$ cat src/rtl/pipe_pkg.sv
// Shared pipeline constants and types: reset PC default, NOP encoding, inter-stage bus widths
// and the br_bus field layout used by the fetch stage.
package pipe_pkg;

    localparam logic [31:0] RESET_PC_DEF  = 32'h1C00_0000;
    localparam logic [31:0] NOP_INST      = 32'h0340_0000;
    localparam int          IF_ID_BUS_W   = 64;
    localparam int          BR_BUS_W      = 34;
    localparam int          BR_TAKEN_BIT  = 33;
    localparam int          BR_TARGET_MSB = 32;
    localparam int          BR_TARGET_LSB = 1;
    localparam int          BR_STALL_BIT  = 0;

    // Field order matches the bit offsets above: taken at [33], target at [32:1], stall at [0].
    typedef struct packed {
        logic        taken;
        logic [31:0] target;
        logic        stall;
    } br_bus_t;

    function automatic logic pc_misaligned(input logic [31:0] pc);
        return (pc[1:0] != 2'b00);
    endfunction

endpackage

$ cat src/rtl/if_inst_buf.sv
// Holding register for an instruction word whose SRAM response arrived while decode could
// not take it; branch/completion clear has priority over a simultaneous latch.
module if_inst_buf
    import pipe_pkg::*;
(
    input  logic        clk,
    input  logic        reset,
    input  logic        latch_en,
    input  logic        clear_en,
    input  logic [31:0] sram_rdata,
    output logic [31:0] inst
);

    logic        buf_valid_r;
    logic [31:0] buf_data_r;

    // Capture the response word and track whether the buffer holds it.
    always_ff @(posedge clk) begin
        if (reset) begin
            buf_valid_r <= 1'b0;
            buf_data_r  <= 32'h0000_0000;
        end else if (clear_en) begin
            buf_valid_r <= 1'b0;
        end else if (latch_en) begin
            buf_valid_r <= 1'b1;
            buf_data_r  <= sram_rdata;
        end else begin
            buf_valid_r <= buf_valid_r;
        end
    end

    // Present the buffered word if one is held, otherwise the live SRAM response.
    always_comb begin
        inst = sram_rdata;
        if (buf_valid_r) begin
            inst = buf_data_r;
        end else begin
            inst = sram_rdata;
        end
    end

endmodule

$ cat src/rtl/if_unit.sv
// Instruction fetch stage: PC sequencing, branch redirect, stall handling and hand-off to decode.
// Optional misaligned-PC check enabled by defining IF_PC_ALIGN_CHK_EN.
module if_unit
    import pipe_pkg::*;
#(
    parameter logic [31:0] RESET_PC = RESET_PC_DEF
) (
    input  logic                   clk,
    input  logic                   reset,
    input  logic                   ID_Allow_in,
    input  logic [BR_BUS_W-1:0]    br_bus,
    output logic                   inst_sram_en,
    output logic [31:0]            inst_sram_addr,
    input  logic [31:0]            inst_sram_rdata,
    output logic                   IF_to_ID_Valid,
    output logic [IF_ID_BUS_W-1:0] IF_to_ID_Bus,
    output logic                   fetch_err
);

    br_bus_t     br_s;
    logic [31:0] fs_pc_r;
    logic        fs_valid_r;
    logic        resp_pend_r;
    logic [31:0] nextpc_s;
    logic        fs_ready_go_s;
    logic        fs_allow_in_s;
    logic        xfer_done_s;
    logic        buf_latch_s;
    logic        buf_clear_s;
    logic [31:0] buf_inst_s;
    logic [31:0] inst_s;

    assign br_s = br_bus;

    // Next-PC selection, handshake and fetch request generation.
    always_comb begin
        nextpc_s      = fs_pc_r + 32'd4;
        fs_ready_go_s = ~br_s.stall;
        fs_allow_in_s = ~fs_valid_r | (fs_ready_go_s & ID_Allow_in);
        if (br_s.taken) begin
            nextpc_s = br_s.target;
        end else begin
            nextpc_s = fs_pc_r + 32'd4;
        end
        inst_sram_en   = ~reset & (fs_allow_in_s | br_s.taken);
        inst_sram_addr = nextpc_s;
        IF_to_ID_Valid = ~reset & fs_valid_r & fs_ready_go_s & ~br_s.taken;
        xfer_done_s    = IF_to_ID_Valid & ID_Allow_in;
        // The SRAM word is only valid the cycle after its request; keep it if decode won't take it now.
        buf_latch_s    = fs_valid_r & resp_pend_r & ~xfer_done_s;
        buf_clear_s    = xfer_done_s | br_s.taken;
    end

    // Fetch-stage PC/valid and the one-cycle response-pending flag.
    always_ff @(posedge clk) begin
        if (reset) begin
            fs_pc_r     <= RESET_PC - 32'd4;
            fs_valid_r  <= 1'b0;
            resp_pend_r <= 1'b0;
        end else if (inst_sram_en) begin
            fs_pc_r     <= nextpc_s;
            fs_valid_r  <= 1'b1;
            resp_pend_r <= 1'b1;
        end else begin
            fs_pc_r     <= fs_pc_r;
            fs_valid_r  <= fs_valid_r;
            resp_pend_r <= 1'b0;
        end
    end

    if_inst_buf u_inst_buf (
        .clk        (clk),
        .reset      (reset),
        .latch_en   (buf_latch_s),
        .clear_en   (buf_clear_s),
        .sram_rdata (inst_sram_rdata),
        .inst       (buf_inst_s)
    );

`ifdef IF_PC_ALIGN_CHK_EN
    logic fetch_err_r;

    // Substitute a NOP for a misaligned fetch so decode never sees a garbage word.
    always_comb begin
        inst_s = buf_inst_s;
        if (pc_misaligned(fs_pc_r)) begin
            inst_s = NOP_INST;
        end else begin
            inst_s = buf_inst_s;
        end
    end

    // Sticky error flag, set when a misaligned instruction is handed to decode.
    always_ff @(posedge clk) begin
        if (reset) begin
            fetch_err_r <= 1'b0;
        end else if (xfer_done_s && pc_misaligned(fs_pc_r)) begin
            fetch_err_r <= 1'b1;
        end else begin
            fetch_err_r <= fetch_err_r;
        end
    end

    assign fetch_err = fetch_err_r;
`else
    assign inst_s    = buf_inst_s;
    assign fetch_err = 1'b0;
`endif

    assign IF_to_ID_Bus = {fs_pc_r, inst_s};

endmodule

$ cat config.mk
export PLATFORM = sky130hd
export DESIGN_NAME = if_unit
export DESIGN_NICKNAME = d
export VERILOG_FILES = /design/src/rtl/pipe_pkg.sv /design/src/rtl/if_inst_buf.sv /design/src/rtl/if_unit.sv
export SDC_FILE = /design/constraint.sdc
export NUM_CORES = 1
export LEC_CHECK = 0
export ABC_AREA = 1
export CAP_MARGIN = 0
export CORE_AREA = 2 2 96 122
export CTS_BUF_LIST = sky130_fd_sc_hd__clkbuf_16
export DETAILED_ROUTE_END_ITERATION = 12
export DIE_AREA = 0 0 98 124
export PLACE_DENSITY = 0.72
export REMOVE_ABC_BUFFERS = 1
export SYNTH_ARGS = -nofsm -noshare
export SYNTH_HDL_FRONTEND = slang
export SYNTH_HIERARCHICAL = 1
export SYNTH_SLANG_ARGS = --single-unit
export TNS_END_PERCENT = 1
$ cat constraint.sdc
create_clock -name clk -period 3.2 [get_ports clk]
set_clock_uncertainty 0.2 [all_clocks]
set_input_delay 0.32 -clock clk [delete_from_list [all_inputs] [get_ports clk]]
set_output_delay 0.32 -clock clk [all_outputs]
set_load 0.05 [all_outputs]
---- Yosys cells after proc, flatten, opt, wreduce, memory -nomap -nowiden ----
Cells that the tools add are included.
word-level totals
  output and inout bits ................... 99
  word-level logic and storage cells ...... 28
  register bits ........................... 67
cells by class
  bitwise logic cells ..................... 17
  $add $sub $neg .......................... 1
  reductions and logical operators ........ 2
  mux-type cells .......................... 3
operators with widths
  operator                 number
  $mux W32                 2
  $add A32 B3 Y32 const B  1
  $and A1 B1 Y1            8
  $not A1 Y1               6
  $or A1 B1 Y1             3
  $reduce_and A2 Y1        1
  $reduce_or A2 Y1         1
  $mux W1                  1

---- Depth between registers and ports, before layout ----
  depth in word-level cells ............... 8
  depth in mapped cells ................... 11

---- Cells and area by module ----
Netlist, hierarchy kept.
by module, submodules not included
  module       times used  cells an instance  area an instance (um2)
  if_unit      1           434                2,583.7
  if_inst_buf  1           283                1,736.7

---- Worst setup path after synthesis ----
Ideal clock, no wire load.
  path kind ............................... input -> register
  from .................................... input port reset
  to ...................................... register u_inst_buf.buf_data_r[0]
  path slack .............................. -0.125 ns
  path buffers ............................ 3
  required time ........................... 2.887 ns
  setup time .............................. 0.113 ns
  stages on the path ...................... 11
  data arrival time ....................... 3.013 ns
  cells stage by stage .................... clkbuf_1 nor4_1 nand2_1 nand3_1 inv_1 buf_4 inv_2 nor2_4 buf_4 nor2_1 nor2_1
between the ends
  longest elaborated chain between the ends .. 8
ends and longest elaborated chain
  item                                RTL line           source
  start: declaration                  if_unit.sv:9       input logic reset,
  $not A1 Y1                          if_unit.sv:47      IF_to_ID_Valid = ~reset & fs_valid_r & fs_ready_go_s & ~br_s.taken;
  $and A1 B1 Y1 (3 in series)         if_unit.sv:47
  net IF_to_ID_Valid                  if_unit.sv:15      output logic IF_to_ID_Valid,
  $and A1 B1 Y1                       if_unit.sv:48      xfer_done_s = IF_to_ID_Valid & ID_Allow_in;
  $not A1 Y1                          if_unit.sv:50      buf_latch_s = fs_valid_r & resp_pend_r & ~xfer_done_s;
  $and A1 B1 Y1                       if_unit.sv:50
  net buf_latch_s                     if_unit.sv:28      logic buf_latch_s;
  $reduce_and A2 Y1 (no source line)  -
  end signal: assignment              if_inst_buf.sv:26  buf_data_r <= sram_rdata;
  end: declaration                    if_inst_buf.sv:15  logic [31:0] buf_data_r;
The timed path passes the listed nets, and every way through them passes these cells.
A chain may end at the register's enable or synchronous reset.

---- Worst setup path in the final report ----
  from .................................... register u_inst_buf.buf_valid_r
  to ...................................... output port IF_to_ID_Bus[15]
between the ends
  longest elaborated chain between the ends .. 1
ends and longest elaborated chain
  item                      RTL line           source
  start: declaration        if_inst_buf.sv:14  logic buf_valid_r;
  start signal: assignment  if_inst_buf.sv:28  buf_valid_r <= buf_valid_r;
  $mux W32                  if_inst_buf.sv:35  if (buf_valid_r) begin
  end: declaration          if_unit.sv:16      output logic [IF_ID_BUS_W-1:0] IF_to_ID_Bus,
No other way between the ends.

==> flow_summary_export.csv <==
group,metric,value,unit
clock_tree,cts_hold_buf,0,
critical_path,start_kind,"flip-flop",
synth,yosysWarningCount,6,
critical_path,cp-endpoint,"IF_to_ID_Bus[15]",
critical_path,startpoint,"u_inst_buf/buf_valid_r",
sta,setup_viol,0,
critical_path,crit_buf_inv,1,
outcome,status,"complete, no violations",
synth,synth_seq_area_share,31.0,%
power_and_ir_drop,swShare,38.3,%
floorplanning,dieWidth,98,µm
sta,rsz0062_at_grt,"no",
floorplanning,start_util,39.6,%
routing,firstDrtPassIters,5,
sta,worstMarginPinSlew,0.987,ns
synth,yosysTopAreaCellShare,31.0,%
clock_tree,numClockSinks,67,
critical_path,cp.depth,3,
global_route,grtUsageTotal,22.7,%
power_and_ir_drop,combPwrFrac,38.8,%
clock_tree,clkTransAtPathRegs,0.05,ns
floorplanning,die_area,12200,µm²
worst_hold_path,hold_path.class,"flip-flop to flip-flop",
sta,fin_crit,2.89,ns
floorplanning,rows,43,
critical_path,cp_slowest_cell,"dfxtp_2",
sta,hold_viol_final,0,
critical_path,crit_type,"flip-flop to primary output",
final_layout,final_nets,940,
synth,avgSynthCellArea,6.03,µm²
placement,place_congestion,0.903,
clock_tree,htreeDepth,3,
sta,finalCritPeriodShare,90.3,%
clock_tree,cts-buffers-inserted,9,
floorplanning,io-pin-count,168,
placement,portBuffers,166,
critical_path,cp_top_family,"flip-flops",
clock_tree,clk_latency,0.33,ns
power_and_ir_drop,netSwitchingPower,1.19,mW
floorplanning,fp.coreArea,10900,µm²
global_route,grt_pass1_vias,4821,
sta,slew_violations,0,
critical_path,reg2reg_to,"u_inst_buf/buf_data_r[8]",
sta,timing.fmax,346,MHz
critical_path,r2r_cells,9,
critical_path,arrival,2.37,ns
power_and_ir_drop,power_frac_clock,30.1,%
routing,via_per_inst,4.99,
sta,setup_slack,0.310,ns
routing,post-route-drc-count,0,
synth,netlist_instances,717,
final_layout,antenna_cells,0,
synth,yosys.area.top_type,"dfxtp_1",
clock_tree,clock_path_buffers,2,
clock_tree,cts_root_buf,"clkbuf_16",
power_and_ir_drop,power_frac_seq,31.1,%
placement,place_area,6160,µm²
critical_path,r2r_slack,0.97,ns
final_layout,nFillCells,1037,
clock_tree,post-cts-setup-buffers,0,
global_route,grt-ovfl-total,0,
critical_path,path_cells,"nand2_1 -> o21ai_0 -> clkdlybuf4s50_1",
worst_hold_path,hold_depth,2,
power_and_ir_drop,ir_drop,234,µV
global_route,grt_max_degree,66,
clock_tree,cts_tree,"built",
flow_run,maxCapViolCount,0,
placement,dp_hpwl,10500,µm
power_and_ir_drop,internal_power,1.92,mW
final_layout,final_area,6430,µm²
synth,ys_ff_latch,67,
synth,syn-cell-area,4320,µm²
global_route,antenna_found_initial,0,
routing,detail-route-antenna-nets,0,
critical_path,r2r-start,"fs_valid_r",
sta,maxSlewHeadroom,34.1,%
placement,pre_cts_ws,0.133,ns
synth,synthDistinctLibCells,38,
critical_path,cp-end-kind,"primary output",
critical_path,cpPeakStageDelay,0.94,ns
routing,via_count,5032,
global_route,grt_pass1_wl,22400,µm
final_layout,final_layout_size_suffix_gt1_share,11.0,%
floorplanning,die_h,124,µm
routing,routedWlPerCell,13.8,µm
synth,synthTopCellsByArea,"dfxtp_1, nand2_1, nor2_1",
routing,drt_iter0_drc,209,
power_and_ir_drop,power_density,484,nW/µm²
critical_path,critPathRequiredTime,2.68,ns
routing,wirelength,13900,µm
critical_path,cp_max_fo,65,
power_and_ir_drop,power_leakage,2.89,nW
final_layout,area_growth,48.9,%
clock_tree,cts-resized-gates,0,
cell usage in the layout, fill, tap and decap left out, drive strengths merged:
cell and n:
clkinv 2, a21oi 24, ha 1, buf 41
o211ai 1, o21ai 47, nand4 3, nand3b 11
a31oi 2, xor2 2, dfxtp 67, inv 75
conb 1, o21a 2, and2 13, nand3 72
bufinv 1, clkdlybuf4s50 134, nor4 1, nor2 139
o22ai 2, or2 17, clkbuf 9, a21boi 3
a22oi 1, nand2 199, xnor2 3, nor3 1
power groups by stage:
stage	clock network, mW	registers (mW)	logic (mW)
4_1_cts	0.956	0.967	1.21
6_report	0.938	0.968	1.21
3_3_place_gp	0	0.983	1.20
5_1_grt	0.998	0.977	1.29
2_1_floorplan	0	1.09	0.622
3_5_place_dp	0	0.984	1.21
routing by layer:
layer	part of all wire (%)	routed length, µm	GRT usage, %
met1	41	5730	26.1
met3	6.7	940	4.71
met4	3.1	434	10.2
met5	0	0	0
met2	49	6820	40.6
worst min-delay path by stage:
stage | to | slack [ns] | startpoint
finish | u_inst_buf/buf_data_r[31] | 0.28 | u_inst_buf/buf_data_r[31]
global route | u_inst_buf/buf_data_r[28] | 0.30 | u_inst_buf/buf_data_r[28]
CTS | u_inst_buf/buf_data_r[31] | 0.28 | u_inst_buf/buf_data_r[31]
detailed placement | u_inst_buf/buf_data_r[31] | 0.27 | u_inst_buf/buf_data_r[31]
global placement | u_inst_buf/buf_data_r[4] | 0.26 | u_inst_buf/buf_data_r[4]
floorplan | fs_valid_r | 0.18 | reset
state kept, by name, indices dropped and copies added (netlist names):
| signal | flops |
|---|---|
| fs_pc_r | 32 |
| fs_valid_r | 1 |
| resp_pend_r | 1 |
| u_inst_buf/buf_data_r | 32 |
| u_inst_buf/buf_valid_r | 1 |
synth_stat cells:
cell and count:
nor2_1 127, a31oi_1 2, o21ai_0 43, nand3_1 72
a21oi_2 1, a21boi_1 3, ha_1 1, clkbuf_1 6
xor2_1 2, nor2_2 7, buf_6 2, nor2_4 4
nor4_1 1, nand2_2 4, nor2_8 1, and2_1 13
nand3b_1 11, a21oi_1 23, inv_2 5, o211ai_1 1
buf_2 13, buf_1 1, o21ai_2 2, nor3_1 1
nand2_4 1, or2_2 17, dfxtp_1 67, nand2_1 194
conb_1 1, o22ai_1 2, buf_4 10, inv_1 67
a22oi_1 1, o21a_1 2, nand4_1 3, clkbuf_2 1
xnor2_1 3, o21ai_1 2
area by class of cell:
type	instances	area [µm²]	area share, %
Timing Repair Buffer	175	1860	28.9
Sequential cell	67	1340	20.9
Clock inverter	6	51.3	0.797
Inverter	72	270	4.20
Multi-Input combinational cell	545	2510	39.1
Tap cell	135	169	2.62
Clock buffer	9	225	3.50
through the flow:
stage	util, %	power (mW)	setup TNS [ns]	hold slack (ns)	instances
2_1_floorplan	-	1.71	-2.58	0.177	684
3_3_place_gp	56.4	2.18	0	0.262	994
3_5_place_dp	56.4	2.19	0	0.273	994
5_1_grt	58.9	3.27	0	0.303	1009
4_1_cts	58.9	3.14	0	0.284	1009
6_report	58.9	3.12	0	0.280	1009
worst reg2reg max path, stage by stage, from the launching register on:
cell and delay (ns):
dfxtp_1 0.31, inv_1 0.08, nor4_1 0.06, buf_4 0.18, nand2_1 0.07, nand2_1 0.11
inv_1 0.75, nand3_1 0.20, nand2_1 0.12, nor2_1 0.05
logic make-up after synthesis:
| group | Yosys count | synth area share [%] |
|---|---|---|
| other | 1 | 0.0868 |
| adders and majority gates | 1 | 0.290 |
| buffers and inverters | 105 | 10.7 |
| AOI/OAI and AO/OA | 82 | 10.3 |
| and+or+nand+nor | 456 | 46.5 |
| xor gates and xnor gates | 5 | 1.01 |
| DFF | 67 | 31.0 |
(Power assumes the default switching activity.)
